File: src/rtl/btn_pkg.sv
// Shared definitions for the button event sequencer:
// event type codes and per-button FSM state encodings.
package btn_pkg;

    // Event type carried on evt_type
    localparam logic EVT_PRESS  = 1'b0;
    localparam logic EVT_REPEAT = 1'b1;

    // Per-button hold/repeat state
    typedef enum logic [1:0] {
        BTN_IDLE = 2'b00,
        BTN_HOLD = 2'b01,
        BTN_RPT  = 2'b10
    } btn_state_e;

endpackage

File: src/rtl/rr_arbiter.sv
// Combinational round-robin arbiter: picks the first request at or
// after ptr_i, wrapping to index 0. The pointer lives in the caller.
module rr_arbiter #(
    parameter int N = 4,
    parameter int W = 2
) (
    input  logic [N-1:0] req_i,
    input  logic [W-1:0] ptr_i,
    output logic [N-1:0] grant_o,
    output logic [W-1:0] idx_o,
    output logic         any_o
);

    logic [N-1:0] hi_req;
    logic [N-1:0] pick;
    logic         found;

    // Prefer requests at/after the pointer, else fall back to the
    // lowest request overall (the wrapped part of the ring).
    always_comb begin
        hi_req = '0;
        for (int k = 0; k < N; k++) begin
            hi_req[k] = req_i[k] && (k >= int'(ptr_i));
        end
        pick = (|hi_req) ? hi_req : req_i;
        grant_o = '0;
        idx_o   = '0;
        found   = 1'b0;
        for (int k = 0; k < N; k++) begin
            if (!found && pick[k]) begin
                found      = 1'b1;
                grant_o[k] = 1'b1;
                idx_o      = W'(k);
            end
        end
    end

    assign any_o = |req_i;

endmodule

File: src/rtl/btn_event_ctrl.sv
// Turns debounced button levels into PRESS / REPEAT events and
// serialises them onto one valid/ready channel via round-robin.
module btn_event_ctrl
    import btn_pkg::*;
#(
    parameter int NUM_BTN      = 4,
    parameter int ID_W         = 2,
    parameter int CNT_W        = 10,
    parameter int HOLD_TICKS   = 500,
    parameter int REPEAT_TICKS = 100
) (
    input  logic               master_clk,
    input  logic               rst,
    input  logic               tick,
    input  logic [NUM_BTN-1:0] btn_stable,
    output logic               evt_valid,
    input  logic               evt_ready,
    output logic [ID_W-1:0]    evt_id,
    output logic               evt_type,
    output logic               evt_drop
);

    localparam logic [CNT_W-1:0] HOLD_LAST = CNT_W'(HOLD_TICKS - 1);
    localparam logic [CNT_W-1:0] RPT_LAST  = CNT_W'(REPEAT_TICKS - 1);
    localparam logic [ID_W-1:0]  LAST_ID   = ID_W'(NUM_BTN - 1);

    logic [NUM_BTN-1:0] btn_prev_q;
    logic [NUM_BTN-1:0] rise;
    logic [NUM_BTN-1:0] press_pend;
    logic [NUM_BTN-1:0] rpt_pend;
    logic [NUM_BTN-1:0] drop_vec;
    logic [NUM_BTN-1:0] req;
    logic [NUM_BTN-1:0] grant;
    logic [NUM_BTN-1:0] clr_press;
    logic [NUM_BTN-1:0] clr_rpt;
    logic [ID_W-1:0]    win_idx;
    logic               win_any;
    logic               win_type;
    logic               load;

    logic               evt_valid_q;
    logic [ID_W-1:0]    evt_id_q;
    logic               evt_type_q;
    logic [ID_W-1:0]    ptr_q;

    // Previous levels; loading during reset too means a button held
    // through reset never looks like a fresh press.
    always_ff @(posedge master_clk) begin
        btn_prev_q <= btn_stable;
    end

    assign rise = btn_stable & ~btn_prev_q;

    // Per-button hold/repeat FSM with its tick counter and
    // pending flags. A set in the same cycle as a grant-clear wins.
    for (genvar g = 0; g < NUM_BTN; g++) begin : g_btn
        btn_state_e       st_q;
        logic [CNT_W-1:0] cnt_q;
        logic             press_q;
        logic             rpt_q;
        logic             drop_q;

        // State, counter and pending bookkeeping for one button
        always_ff @(posedge master_clk) begin
            if (rst) begin
                st_q    <= BTN_IDLE;
                cnt_q   <= '0;
                press_q <= 1'b0;
                rpt_q   <= 1'b0;
                drop_q  <= 1'b0;
            end else begin
                drop_q <= 1'b0;
                if (clr_press[g]) begin
                    press_q <= 1'b0;
                end
                if (clr_rpt[g]) begin
                    rpt_q <= 1'b0;
                end
                unique case (st_q)
                    BTN_IDLE: begin
                        if (rise[g]) begin
                            st_q    <= BTN_HOLD;
                            cnt_q   <= '0;
                            press_q <= 1'b1;
                        end
                    end
                    BTN_HOLD: begin
                        if (!btn_stable[g]) begin
                            st_q  <= BTN_IDLE;
                            cnt_q <= '0;
                            rpt_q <= 1'b0;
                        end else if (tick) begin
                            if (cnt_q == HOLD_LAST) begin
                                st_q   <= BTN_RPT;
                                cnt_q  <= '0;
                                rpt_q  <= 1'b1;
                                drop_q <= rpt_q & ~clr_rpt[g];
                            end else if (cnt_q != '1) begin
                                cnt_q <= cnt_q + 1'b1;
                            end
                        end
                    end
                    BTN_RPT: begin
                        if (!btn_stable[g]) begin
                            st_q  <= BTN_IDLE;
                            cnt_q <= '0;
                            rpt_q <= 1'b0;
                        end else if (tick) begin
                            if (cnt_q == RPT_LAST) begin
                                cnt_q  <= '0;
                                rpt_q  <= 1'b1;
                                drop_q <= rpt_q & ~clr_rpt[g];
                            end else if (cnt_q != '1) begin
                                cnt_q <= cnt_q + 1'b1;
                            end
                        end
                    end
                    default: begin
                        st_q  <= BTN_IDLE;
                        cnt_q <= '0;
                        rpt_q <= 1'b0;
                    end
                endcase
            end
        end

        assign press_pend[g] = press_q;
        assign rpt_pend[g]   = rpt_q;
        assign drop_vec[g]   = drop_q;
    end

    assign req = press_pend | rpt_pend;

    rr_arbiter #(
        .N (NUM_BTN),
        .W (ID_W)
    ) u_arb (
        .req_i   (req),
        .ptr_i   (ptr_q),
        .grant_o (grant),
        .idx_o   (win_idx),
        .any_o   (win_any)
    );

    // Output register is free when empty or being consumed
    assign load = ~evt_valid_q | evt_ready;

    // PRESS outranks REPEAT inside the winning button
    assign win_type  = (|(grant & press_pend)) ? EVT_PRESS : EVT_REPEAT;
    assign clr_press = load ? (grant & press_pend) : '0;
    assign clr_rpt   = load ? (grant & ~press_pend) : '0;

    // Output register and round-robin pointer
    always_ff @(posedge master_clk) begin
        if (rst) begin
            evt_valid_q <= 1'b0;
            evt_id_q    <= '0;
            evt_type_q  <= EVT_PRESS;
            ptr_q       <= '0;
        end else if (load) begin
            if (win_any) begin
                evt_valid_q <= 1'b1;
                evt_id_q    <= win_idx;
                evt_type_q  <= win_type;
                ptr_q       <= (win_idx == LAST_ID) ? '0
                                                    : win_idx + ID_W'(1);
            end else begin
                evt_valid_q <= 1'b0;
            end
        end
    end

    assign evt_valid = evt_valid_q;
    assign evt_id    = evt_id_q;
    assign evt_type  = evt_type_q;
    assign evt_drop  = |drop_vec;

endmodule

File: config.mk
export PLATFORM = sky130hd
export DESIGN_NAME = btn_event_ctrl
export DESIGN_NICKNAME = d
export VERILOG_FILES = /design/src/rtl/btn_pkg.sv /design/src/rtl/rr_arbiter.sv /design/src/rtl/btn_event_ctrl.sv
export SDC_FILE = /design/constraint.sdc
export NUM_CORES = 1
export LEC_CHECK = 0
export CORE_MARGIN = 2
export CORE_UTILIZATION = 25
export CTS_BUF_LIST = sky130_fd_sc_hd__clkbuf_2
export CTS_CLUSTER_DIAMETER = 200
export DETAILED_ROUTE_END_ITERATION = 12
export DONT_BUFFER_PORTS = 1
export SLEW_MARGIN = 20
export SYNTH_ARGS = -nofsm -noshare
export SYNTH_HDL_FRONTEND = slang
export SYNTH_SLANG_ARGS = --single-unit
File: constraint.sdc
create_clock -name master_clk -period 4.5 [get_ports master_clk]
set_input_delay 0.225 -clock master_clk [delete_from_list [all_inputs] [get_ports master_clk]]
set_output_delay 0.225 -clock master_clk [all_outputs]
set_load 0.05 [all_outputs]
==> out/metrics.yaml, run 1 <==
yosys:
  yosysWarnings: 0
  ys_seq_area_frac: 0.3483
  synth_top_area_frac: 0.3483
  syn_area_um2: 4024
  synthCells: 464
  yosys-top-cells-area: "dfxtp_1 (35%), ha_1 (6.2%), nor2_1 (3.9%)"
  ys_async_sr_fraction: 0
  synth.distinct_cells: 71
  ys_ff_latch: 70
  syn_avg_cell_area_um2: 8.672
  synth_nets: 492
  yosys.area.top_type: "dfxtp_1"
  synth-main-ff-cell: "dfxtp_1"
  synth-edff-count: 0
grt:
  globalRoute.totalOverflow: 0
  grt_use_total: 0.1106
  grt_max_degree: 35
  grt_pass1_vias: 3335
  antenna_found_initial: 0
  grt_pass1_wl_um: 15190
finish:
  final_net_count: 498
  area.growth.synth_to_final_pct: 10.32
  diodes: 0
  nFillCells: 1678
  drive_gt1_frac: 0.09072
routing:
  drcViolationCount: 0
  dr.pass1.iters: 4
  routed_wl_um: 8939
  viasPerCell: 4.942
  wire_per_inst_um: 12.96
  ant_nets: 0
  vias: 3410
  drtIter0Drc: 261
clock_tree:
  cts_tree: "yes"
  cts.path.max_buffers: 2
  clkTransAtPathRegs_ns: 0.21
  cts_setup_buffers: 0
  cts_resized: 0
  numCtsBuffers: 9
  cts.htree.levels: 3
  cts_sinks: 70
  clockRootBuffer: "clkbuf_2"
  clk_latency_ns: 0.51
floorplan:
  die_h_um: 130.9
  rows: 46
  dieArea_um2: 17130
  ios: 13
  start_util: 0.2542
  core_um2: 15830
  die_w_um: 130.9
run:
  max-cap-violations: 0
setup_path:
  cp-end-kind: "flip-flop"
  r2r-start: "g_btn[0].st_q[0]$_SDFFE_PP0P_"
  worstPathRequired_ns: 4.98
  path_delay_family: "compound AO/OA/AOI/OAI gates"
  critPathKind: "reg2reg"
  worst-r2r-cell-count: 7
  critPathMaxStageDelay_ns: 0.80
  rr_endpoint: "g_btn[0].cnt_q[1]$_SDFFE_PP0P_"
  crit_buf_inv: 1
  reg2reg_slack_ns: 1.91
  worst_path_max_delay_cell: "a32oi_1"
  cp.arrival_ns: 3.06
  path_cells: "inv_1, ha_1, or2_2, a32oi_1, nand2_1, nor4b_1, a31o_2"
  crit_fanout: 14
  startpoint_type: "flip-flop"
power_and_ir_drop:
  power.total_uw: 1443
  ir_drop_uv: 106.4
  power.leakage_uw: 0.001604
  power_density_nw_per_um2: 325.1
placement:
  gp_congestion: 0.8248
  portBuffers: 0
  dp_hpwl_um: 6310
hold_path:
  hold-path-endpoint: "g_btn[0].st_q[1]$_SDFFE_PP0P_"
  min_path_cells: 2
  hp-class: "in2reg"
  hold_path.startpoint: "rst"
sta:
  rsz0062_at_grt: "false"
  clock_skew_ns: 0.02462
  fmax_mhz: 386.7
  final.min_clock_period_ns: 2.586
  finalMaxSlewViolations: 0
  finalSetupTns_ns: 0
  hold_viol: 0
  setup_viol_count_final: 0
  whs_ns: 0.05413
  tightest_slew_ns: 1.044
  maxSlewHeadroom: 0.3037
  fin_crit_sh: 0.5746
status:
  status: "finished clean"
==> Yosys cell counts, types with 4 or more instances <==
| cell | number |
|---|---|
| a211oi_1 | 8 |
| a21oi_1 | 17 |
| a31oi_1 | 7 |
| and2_1 | 11 |
| and3_1 | 12 |
| and4_1 | 7 |
| buf_2 | 7 |
| clkbuf_1 | 6 |
| dfxtp_1 | 70 |
| ha_1 | 20 |
| inv_1 | 23 |
| mux2i_1 | 7 |
| nand2_1 | 32 |
| nand2b_1 | 8 |
| nand3_1 | 28 |
| nand4_1 | 19 |
| nor2_1 | 42 |
| nor2b_1 | 4 |
| nor3_1 | 12 |
| o21a_1 | 4 |
| o21ai_0 | 13 |
| or2_2 | 6 |
| or4_1 | 4 |
| xor2_1 | 18 |
==> through the flow <==
step | worst slack, ns | instance area (um2) | cells | utilization
final | 1.914 | 4439 | 690 | 0.2805
after global routing | 1.604 | 4439 | 690 | 0.2805
after CTS | 1.921 | 4429 | 689 | 0.2798
after detailed placement | 1.993 | 4228 | 665 | 0.2671
after global placement | 2.108 | 4228 | 665 | 0.2671
after floorplan | 2.553 | 4024 | 464 | -
==> layer usage <==
metal | up-vias | track usage | part of all wire
met3 | 17 | 0.02809 | 0.026
met1 | 1631 | 0.1346 | 0.47
met2 | 35 | 0.1863 | 0.48
met4 | 0 | 0.04631 | 0.021
li1 | 1727 | - | -
met5 | - | 0 | 0
==> final cells by class <==
cell class	count	area, um2	share of cell area
clock buffer	10	50.05	0.01127
inverter	23	86.33	0.01945
clock inverter	5	51.30	0.01156
multi-input combinational	356	2470	0.5564
timing repair buffer	10	110.1	0.02480
tap	216	270.3	0.06088
sequential	70	1401	0.3157
==> how the worst max path moves through the flow <==
| stage | from | endpoint | cells past startpoint |
|---|---|---|---|
| final | g_btn[0].st_q[0]$_SDFFE_PP0P_ | g_btn[0].cnt_q[1]$_SDFFE_PP0P_ | 7 |
| after global routing | g_btn[0].st_q[0]$_SDFFE_PP0P_ | g_btn[0].cnt_q[1]$_SDFFE_PP0P_ | 7 |
| after CTS | g_btn[0].st_q[0]$_SDFFE_PP0P_ | g_btn[0].cnt_q[1]$_SDFFE_PP0P_ | 7 |
| after detailed placement | g_btn[0].st_q[0]$_SDFFE_PP0P_ | g_btn[0].cnt_q[1]$_SDFFE_PP0P_ | 7 |
| after global placement | g_btn[0].st_q[0]$_SDFFE_PP0P_ | g_btn[0].cnt_q[0]$_SDFFE_PP0P_ | 6 |
| after floorplan | g_btn[0].st_q[0]$_SDFFE_PP0P_ | g_btn[0].cnt_q[0]$_SDFFE_PP0P_ | 7 |
==> cell families after synthesis <==
kind of cell | count (synthesis) | synth area share
mux | 8 | 0.02114
xor+xnor | 20 | 0.04353
flops | 70 | 0.3483
compound gates | 100 | 0.1947
fa+ha+maj | 20 | 0.06219
buf+inv | 38 | 0.03793
simple gates | 208 | 0.2923
==> what timing repair did <==
action | CTS | global route
hold endpoints to repair | 52 | 1
setup endpoints to repair | 0 | 0
hold buffers | 9 | 1
==> sequential cells by signal (all words and copies together) (netlist names), 2 cells and up <==
| name | count |
|---|---|
| g_btn.rpt_q | 4 |
| btn_prev_q | 4 |
| g_btn.press_q | 4 |
| evt_id | 2 |
| ptr_q | 2 |
| g_btn.st_q | 8 |
| g_btn.cnt_q | 40 |
| g_btn.drop_q | 4 |
==> worst register-to-register path, stage by stage, from the launching register on <==
cell     delay, ns
dfxtp_1       0.43
inv_1         0.08
ha_1          0.23
or2_2         0.32
a32oi_1       0.80
nand2_1       0.16
nor4b_1       0.35
a31o_2        0.16
==> cell usage in the layout, fill, tap and decap left out, types with 9 or more instances in the layout <==
cell type / instances
dfxtp_1: 70
nor2_1: 42
nand2_1: 32
nand3_1: 28
inv_1: 23
ha_1: 20
nand4_1: 19
xor2_1: 18
a21oi_1: 17
o21ai_0: 13
nor3_1: 12
and3_1: 12
and2_1: 11
clkbuf_2: 10
dlygate4sd3_1: 9
==> power breakdown <==
| part | total, uW | leakage (uW) | switching (uW) | internal (uW) |
|---|---|---|---|---|
| sequential | 723 | 0.000569 | 64.8 | 658 |
| clock | 348 | 0.0000652 | 224 | 124 |
| combinational | 372 | 0.000970 | 219 | 153 |
| total | 1440 | 0.00160 | 507 | 936 |
(Power assumes the default switching activity.)
==> run 2: changes to the inputs <==
clock period = 2.6 ns   (was 4.5 ns; I/O delays follow)
==> run 2 against run 1 <==
Against the previous run: sequential cell count unchanged; critical path type unchanged; die area unchanged; combinational power up 82%; highest routed layer unchanged.
==> out/metrics.yaml, run 2 (same netlist as run 1, synthesis figures left out) <==
status:
  status: "finished clean"  # unchanged
grt:
  grt_pass1_wl_um: 15190  # about the same
  antenna_found_initial: 0  # unchanged
  grt_use_total: 0.1103  # was 0.1106
  globalRoute.totalOverflow: 0  # unchanged
  grt_max_degree: 36  # was 35
  grt_pass1_vias: 3256  # was 3,335
setup_path:
  worst_path_max_delay_cell: "dlygate4sd3_1"  # was a32oi_1
  critPathKind: "reg2reg"  # unchanged
  crit_buf_inv: 1  # unchanged
  path_cells: "ha_1, nor4b_4, a41oi_1, a221oi_2, nand2b_1, a21oi_1, dlygate4sd3_1"  # was inv_1, ha_1, or2_2, a32oi_1, nand2_1, nor4b_1, a31o_2
  rr_endpoint: "g_btn[3].st_q[1]$_SDFFE_PP0P_"  # was g_btn[0].cnt_q[1]$_SDFFE_PP0P_
  worst-r2r-cell-count: 7  # unchanged
  reg2reg_slack_ns: 0.31  # was 1.91 ns
  startpoint_type: "flip-flop"  # unchanged
  path_delay_family: "compound AO/OA/AOI/OAI gates"  # unchanged
  critPathMaxStageDelay_ns: 0.56  # was 0.80 ns
  crit_fanout: 5  # was 14
  critPathLaunch: "g_btn[3].cnt_q[0]$_SDFFE_PP0P_"  # was g_btn[0].st_q[0]$_SDFFE_PP0P_
  cp.arrival_ns: 2.73  # was 3.06 ns
  r2r-start: "g_btn[3].cnt_q[0]$_SDFFE_PP0P_"  # was g_btn[0].st_q[0]$_SDFFE_PP0P_
  worstPathRequired_ns: 3.04  # was 4.98 ns
  cp-end-kind: "flip-flop"  # unchanged
routing:
  drcViolationCount: 0  # unchanged
  wire_per_inst_um: 12.87  # was 12.96 um
  ant_nets: 0  # unchanged
  vias: 3432  # was 3,410
  drtIter0Drc: 244  # was 261
  routed_wl_um: 8903  # was 8939 um
  viasPerCell: 4.960  # was 4.942
  dr.pass1.iters: 4  # unchanged
power_and_ir_drop:
  power_density_nw_per_um2: 546.8  # was 325.1 nW/um2
  power.leakage_uw: 0.001609  # was 0.001604 uW
  ir_drop_uv: 181.0  # was 106.4 uV
floorplan:
  die_w_um: 130.9  # unchanged
  rows: 46  # unchanged
  dieArea_um2: 17130  # unchanged
  start_util: 0.2542  # unchanged
  die_h_um: 130.9  # unchanged
  ios: 13  # unchanged
  core_um2: 15830  # unchanged
sta:
  clock_skew_ns: 0.02693  # was 0.02462 ns
  final.min_clock_period_ns: 2.295  # was 2.586 ns
  setup_viol_count_final: 0  # unchanged
  fmax_mhz: 435.7  # was 386.7 MHz
  tightest_slew_ns: 0.6352  # was 1.044 ns
  maxSlewHeadroom: 0.5766  # was 0.3037
  finalMaxSlewViolations: 0  # unchanged
  whs_ns: 0.08027  # was 0.05413 ns
  hold_viol: 0  # unchanged
  finalSetupTns_ns: 0  # unchanged
  rsz0062_at_grt: "false"  # unchanged
  fin_crit_sh: 0.8827  # was 0.5746
  setup_ws_ns: 0.3050  # was 1.914 ns
placement:
  placed_area_um2: 4250  # was 4228 um2
  dp_hpwl_um: 6319  # was 6310 um
  portBuffers: 0  # unchanged
  place_ws_ns: 0.4508  # was 1.993 ns
  gp_congestion: 0.8377  # was 0.8248
finish:
  final_net_count: 500  # was 498
  diodes: 0  # unchanged
  largest_register: "g_btn.cnt_q"  # unchanged
  regArea_um2: 1401  # unchanged
  fin_area_um2: 4434  # was 4439 um2
  final_common_cell: "dfxtp_1"  # unchanged
  mostFrequentLayoutCells: "dfxtp_1 (70), nor2_1 (42), nand2_1 (32)"  # unchanged
  drive_gt1_frac: 0.1008  # was 0.09072
  largest_register_ffs: 40  # unchanged
  top_regs: "g_btn.cnt_q x40, g_btn.st_q x8"  # unchanged
  area.growth.synth_to_final_pct: 10.20  # was 10.32%
  utilization: 0.2802  # was 0.2805
  multi_input_area_um2: 2476  # was 2470 um2
  nFillCells: 1683  # was 1,678
clock_tree:
  cts_tree: "yes"  # unchanged
  clk_latency_ns: 0.52  # was 0.51 ns
  cts.path.max_buffers: 2  # unchanged
  cts.htree.levels: 3  # unchanged
  cts_sinks: 70  # unchanged
  clkTransAtPathRegs_ns: 0.20  # was 0.21 ns
  clockRootBuffer: "clkbuf_2"  # unchanged
  numCtsBuffers: 9  # unchanged
hold_path:
  min_path_cells: 5  # was 2
  hp-class: "in2reg"  # unchanged
  hold_path.startpoint: "btn_stable[2]"  # was rst
  hold-path-endpoint: "g_btn[2].cnt_q[4]$_SDFFE_PP0P_"  # was g_btn[0].st_q[1]$_SDFFE_PP0P_
run:
  max-cap-violations: 0  # unchanged
[run 2: routing by layer]
layer,share of wire,vias up,track usage
met1,0.48,1635,0.1374
li1,-,1738,-
met2,0.47,48,0.1811
met4,0.014,0,0.03692
met5,0,-,0
met3,0.035,11,0.03461
[run 2: cell type report]
class | instances | area share
multi-input cells | 356 | 0.5584
flip-flops and latches | 70 | 0.3160
well taps | 216 | 0.06095
repair buffers | 12 | 0.02765
inverters | 23 | 0.01947
clock buffers | 10 | 0.01129
clock inverters | 5 | 0.006208
[run 2: worst max path at each step]
| stage | end | slack, ns | cells after the start |
|---|---|---|---|
| CTS | g_btn[3].st_q[1]$_SDFFE_PP0P_ | 0.19 | 7 |
| floorplan | g_btn[0].cnt_q[0]$_SDFFE_PP0P_ | 0.65 | 7 |
| global route | g_btn[3].st_q[1]$_SDFFE_PP0P_ | 0.15 | 7 |
| detailed placement | g_btn[3].cnt_q[2]$_SDFFE_PP0P_ | 0.45 | 6 |
| global placement | g_btn[3].cnt_q[1]$_SDFFE_PP0P_ | 0.54 | 7 |
| finish | g_btn[3].st_q[1]$_SDFFE_PP0P_ | 0.31 | 7 |
[run 2: tightest hold or removal path, delay by kind of cell]
family	cells	cell delay, ns
AO/OA/AOI/OAI	1	0.07
AND/OR/NAND/NOR	4	0.34
[run 2: metrics by stage]
| stage | power, uW | cells |
|---|---|---|
| floorplan | 1779 | 464 |
| global placement | 1877 | 668 |
| detailed placement | 1905 | 668 |
| CTS | 2455 | 692 |
| global route | 2595 | 692 |
| finish | 2425 | 692 |
[run 2: report_power, final]
part	internal, uW	switching, uW	total, uW	leakage, uW
combinational	280	398	678	0.000983
sequential	1140	105	1240	0.000569
clock	118	384	502	0.0000573
total	1540	887	2420	0.00161
[run 2: repair_timing]
item / 4_1_cts / 5_1_grt
buffers inserted: 0 / 0
resized for setup: 0 / 1
hold buffers: 9 / 0
endpoints found under the setup margin: 0 / 1
hold endpoints to repair: 54 / 0
